### src/rtl/cpu_seg_if.sv
// cpu_seg_if: CPU state taps into the display and the display's anode/segment drive back out.
interface cpu_seg_if;
    logic [1:0]  page_sel;
    logic [31:0] pc;
    logic [31:0] newpc;
    logic [4:0]  rs;
    logic [31:0] rs_data;
    logic [4:0]  rt;
    logic [31:0] rt_data;
    logic [31:0] alu_result;
    logic [31:0] db_data;
    logic [3:0]  pos_ctrl;
    logic [7:0]  num_ctrl;
    modport master (
        output page_sel, pc, newpc, rs, rs_data, rt, rt_data, alu_result, db_data,
        input  pos_ctrl, num_ctrl
    );
    modport slave (
        input  page_sel, pc, newpc, rs, rs_data, rt, rt_data, alu_result, db_data,
        output pos_ctrl, num_ctrl
    );
endinterface

### src/rtl/cpu_seg_display.sv
// cpu_seg_display: scans a 4-digit common-anode 7-segment display with a per-frame snapshot
// of one of four 16-bit CPU state views.
module cpu_seg_display #(
    parameter int SCAN_DIV = 100000
) (
    input logic clk,
    input logic RST,
    cpu_seg_if.slave bus
);
    localparam int DW = SCAN_DIV > 1 ? $clog2(SCAN_DIV) : 1;
    localparam logic [6:0] FONT [16] = '{
        7'b1000000, 7'b1111001, 7'b0100100, 7'b0110000,
        7'b0011001, 7'b0010010, 7'b0000010, 7'b1111000,
        7'b0000000, 7'b0010000, 7'b0001000, 7'b0000011,
        7'b1000110, 7'b0100001, 7'b0000110, 7'b0001110
    };
    logic [DW-1:0] div;
    logic [1:0]    idx, idx_n;
    logic [15:0]   snap, snap_n, view;
    logic [3:0]    nib;
    logic          tick;
    logic          unused_hi;
    assign tick = div == DW'(SCAN_DIV - 1);
    assign unused_hi = ^{bus.pc[31:8], bus.newpc[31:8], bus.rs_data[31:8],
                         bus.rt_data[31:8], bus.alu_result[31:8], bus.db_data[31:8]};
    always_comb begin
        view   = bus.page_sel == 2'd0 ? {bus.pc[7:0], bus.newpc[7:0]} :
                 bus.page_sel == 2'd1 ? {3'b000, bus.rs, bus.rs_data[7:0]} :
                 bus.page_sel == 2'd2 ? {3'b000, bus.rt, bus.rt_data[7:0]} :
                                        {bus.alu_result[7:0], bus.db_data[7:0]};
        idx_n  = idx + 2'd1;
        snap_n = idx == 2'd3 ? view : snap;
        nib    = snap_n[{idx_n, 2'b00} +: 4];
    end
    // Outputs are computed from the post-tick idx/snap so they change only on tick edges.
    always_ff @(posedge clk or posedge RST) begin
        if (RST) begin
            div          <= '0;
            idx          <= 2'd3;
            snap         <= 16'h0000;
            bus.pos_ctrl <= 4'b1111;
            bus.num_ctrl <= 8'hFF;
        end else begin
            div <= tick ? '0 : div + 1'b1;
            if (tick) begin
                idx          <= idx_n;
                snap         <= snap_n;
                bus.pos_ctrl <= ~(4'b0001 << idx_n);
                bus.num_ctrl <= {idx_n != 2'd2, FONT[nib]};
            end
        end
    end
endmodule

### src/flat_wrapper.sv
// flat-port wrapper written by rule: the top's interface ports become plain ports
module cpu_seg_display_flat 
#(
    parameter int SCAN_DIV = 100000
)
  (clk, RST, bus_page_sel, bus_pc, bus_newpc, bus_rs, bus_rs_data, bus_rt, bus_rt_data, bus_alu_result, bus_db_data, bus_pos_ctrl, bus_num_ctrl);
  cpu_seg_if bus_i ();
  input logic clk;
  input logic RST;
  input wire logic [$bits(bus_i.page_sel)-1:0] bus_page_sel;
  input wire logic [$bits(bus_i.pc)-1:0] bus_pc;
  input wire logic [$bits(bus_i.newpc)-1:0] bus_newpc;
  input wire logic [$bits(bus_i.rs)-1:0] bus_rs;
  input wire logic [$bits(bus_i.rs_data)-1:0] bus_rs_data;
  input wire logic [$bits(bus_i.rt)-1:0] bus_rt;
  input wire logic [$bits(bus_i.rt_data)-1:0] bus_rt_data;
  input wire logic [$bits(bus_i.alu_result)-1:0] bus_alu_result;
  input wire logic [$bits(bus_i.db_data)-1:0] bus_db_data;
  output wire logic [$bits(bus_i.pos_ctrl)-1:0] bus_pos_ctrl;
  output wire logic [$bits(bus_i.num_ctrl)-1:0] bus_num_ctrl;
  assign bus_i.page_sel = bus_page_sel;
  assign bus_i.pc = bus_pc;
  assign bus_i.newpc = bus_newpc;
  assign bus_i.rs = bus_rs;
  assign bus_i.rs_data = bus_rs_data;
  assign bus_i.rt = bus_rt;
  assign bus_i.rt_data = bus_rt_data;
  assign bus_i.alu_result = bus_alu_result;
  assign bus_i.db_data = bus_db_data;
  assign bus_pos_ctrl = bus_i.pos_ctrl;
  assign bus_num_ctrl = bus_i.num_ctrl;
  cpu_seg_display #(.SCAN_DIV(SCAN_DIV)) u_core (.clk(clk), .RST(RST), .bus(bus_i));
endmodule
### config.mk
export PLATFORM = sky130hd
export DESIGN_NAME = cpu_seg_display_flat
export DESIGN_NICKNAME = d
export VERILOG_FILES = /design/src/rtl/cpu_seg_if.sv /design/src/rtl/cpu_seg_display.sv /design/src/flat_wrapper.sv
export SDC_FILE = /design/constraint.sdc
export NUM_CORES = 1
export LEC_CHECK = 0
export CAP_MARGIN = 10
export CORE_ASPECT_RATIO = 1.25
export CORE_UTILIZATION = 30
export DETAILED_ROUTE_END_ITERATION = 10
export PLACE_DENSITY = 0.82
export SYNTH_ARGS = -nofsm -noshare
export SYNTH_HDL_FRONTEND = slang
export SYNTH_SLANG_ARGS = --single-unit
### constraint.sdc
create_clock -name clk -period 2.8 [get_ports clk]
set_input_delay 0.42 -clock clk [delete_from_list [all_inputs] [get_ports clk]]
set_output_delay 0.42 -clock clk [all_outputs]
set_load 0.01 [all_outputs]
==> metrics, run 1 <==
WHS Path Cells 2; critical path launch point type input port; Pwr Density 386 nW/um^2; Final ANT Viol Nets 0; area leader, netlist dfrtp_1; Final Slew Violations 0; logic gate share of total power 15.9%; # DRC 0; max-cap violation count 0; Rel. slew slack 62.2%; Lkg Pwr 1.70 nW; # diodes 0; starting density of the core 30.7%; peak supply drop between 0.2 and 0.25 mV; number of hold violations in the final report 0; critical path peak fanout 4; WHS 484 ps; area grow syn2layout 41.2%; Post-CTS Setup Bufs 0; synthesized area per cell between 10 and 15 um^2; Root Driver clkbuf_16; internal power roughly 1.3 mW; Netlist cell types 53; HPWL Detailed 5410 um; actual slew at the worst max-slew pin 567 ps; global-route wire length before repair 11900 um; TritonCTS clock tree done; Syn Nets between 500 and 600; clk buf depth 2; cell count of the worst reg-to-reg path 11; Setup crit end kind register; Avg WL per Cell about 13 um; height of the die 113 um; initial DRC count 101; Psw 339 uW; total CTS buffers 5; grt total ovfl 0; Reg power frac a little over two fifths; Crit Reg-Reg Startpoint u_core.idx[0]$_DFFE_PP1N_; PortBufs 73; vias in the first global route 2692; # rows 40; htree depth 2; WL final 6700 um; synthesized flop and latch total 46; FMAX roughly 0.37 GHz; RSZ-0062 raised after global routing no; core area 9560 um^2; Tot GR Track Use 14.2%; gpl congestion 0.810; worst hold endpoint u_core.bus.pos_ctrl[1]$_DFFE_PP1N_; class of the most critical setup path input port to register; DIE WIDTH 90.5 um; Post-synth EDFFs 0; DR vias 2505; reg-to-reg slack, setup 190 ps; Most used DFF post-synth dfrtp_1; clk sinks 46; dpl cells about 500; largest net degree at the start of global routing 47; count leader, synth dfrtp_1; status finished, final reports clean; Synth area leaders dfrtp_1 28%, dfstp_2 12%, ha_1 4.7%; cell area after synthesis 2940 um^2; worst hold path class register to register; worst min-delay path startpoint u_core.bus.pos_ctrl[1]$_DFFE_PP1N_; layout cells sized above 1 a little under 20%; Clk pwr share 41.2%; fin crit period between 2000 and 3000 ps; Synth Instances 289; commonest cells in the netlist 33 x dfrtp_1, 28 x nor2_1, 27 x nand2_1; final net count 600; Setup Viol. Count Final 0; Ys Warns 0; initial antenna violation count 0; clk_skew 5.55 ps; router iterations before antenna repair 4; Seq/Total Area, Yosys 39.8%; DR vias/cell between 4 and 5; die area 10200 um^2; CP required 3000 ps; I/O pin total 218; Power Total 1.60 mW; Clock transition at path regs about 60 ps; Async S/R FF share, synth 100%; Reg-to-Reg End u_core.bus.num_ctrl[3]$_DFFE_PP1N_; Yosys top cell area share 28.1%; Clock Latency Late Sink 280 ps; switching share of power between 20% and 30%; Post-Layout Cell Count 510; Final Cycle Share around 95%; Worst EP arrival 2870 ps
[layout make-up]
cell class,count,area (um^2)
sequential,46,1170
timing repair buffer,104,966
clock buffer,6,129
inverter,10,37.5
fill,888,5410
tap,126,158
clock inverter,2,37.5
multi-input combinational,216,1650
[worst max path at each step]
stage	startpoint	to	slack (ps)	depth (start not counted)
final	bus_alu_result[1]	u_core.bus.num_ctrl[5]$_DFFE_PP1N_	130	9
after global routing	u_core.idx[0]$_DFFE_PP1N_	u_core.bus.num_ctrl[5]$_DFFE_PP1N_	0.8	11
after CTS	bus_alu_result[1]	u_core.bus.num_ctrl[5]$_DFFE_PP1N_	120	10
after detailed placement	bus_page_sel[0]	u_core.bus.num_ctrl[3]$_DFFE_PP1N_	-360	11
after global placement	bus_page_sel[0]	u_core.bus.num_ctrl[3]$_DFFE_PP1N_	-320	11
after floorplan	u_core.idx[0]$_DFFE_PP1N_	u_core.bus.num_ctrl[5]$_DFFE_PP1N_	60	13
[flip-flops by register name (all words and copies together) (netlist names)]
signal	flops
u_core.div	17
u_core.snap	16
u_core.bus.pos_ctrl	3
u_core.bus.num_ctrl	8
u_core.idx	2
[layer usage]
| metal | vias to the layer above | wire length, um | global-route usage, % |
|---|---|---|---|
| met5 | - | 0 | 0 |
| met4 | 0 | 82 | 3.98 |
| met3 | 8 | 279 | 2.17 |
| met2 | 80 | 3490 | 26.9 |
| met1 | 1173 | 2850 | 16.4 |
| li1 | 1244 | - | - |
[cells in the final DEF (no fill, tap or decap), drive strengths merged, types with 5 or more instances in the layout]
cell	Yosys	final
nor2	28	28
xor2	5	5
dfstp	13	13
a221oi	5	5
a21oi	9	9
mux2	12	12
o21ai	15	15
buf	7	31
xnor2	10	10
a211oi	8	8
ha	11	11
mux4	10	10
mux2i	11	11
clkdlybuf4s50	0	72
inv	10	9
nand3	11	11
clkbuf	10	6
and3	5	5
dfrtp	33	33
nand2	27	27
nand4	5	5
nor2b	5	5
[power groups by stage]
stage	combinational [mW]	sequential, mW	clock, mW
floorplan	0.119	0.695	0
global placement	0.248	0.697	0
detailed placement	0.256	0.698	0
CTS	0.257	0.686	0.673
global route	0.280	0.687	0.701
finish	0.255	0.686	0.660
[stage by stage]
stage	util, %	setup slack, ps	instance area [um^2]	setup TNS (ps)
after global routing	43.4	0.777	4150	0
final	43.4	130	4150	0
after detailed placement	41.5	-359	3970	-1980
after global placement	41.5	-322	3970	-1710
after floorplan	-	56.9	2940	0
after CTS	43.3	124	4140	0
[cell families after synthesis]
group	count (synthesis)	synth area share, %
simple gates	99	16.6
buf+inv	27	4.26
flops	46	39.8
mux	33	16.7
compound gates	58	13.5
xor+xnor	15	4.47
fa+ha+maj	11	4.69
[critical path: stages]
cell and delay (ps):
clkdlybuf4s50_1 420, mux4_2 500, mux4_2 480, a21o_1 220
buf_4 150, ha_1 210, a21boi_0 150, o21ai_0 210
a31oi_1 100
[what timing repair did]
action	CTS	global route
setup endpoints to repair	4	2
hold buffers	0	0
gates cloned	0	0
resized for setup	2	3
No activity file was read; power rests on OpenSTA's default activity.
==> run 2: changes to the inputs <==
- CTS_CLUSTER_SIZE: not set -> 8
==> results of run 2 <==
Final layout, timing and power as in run 1 (identical DEF).
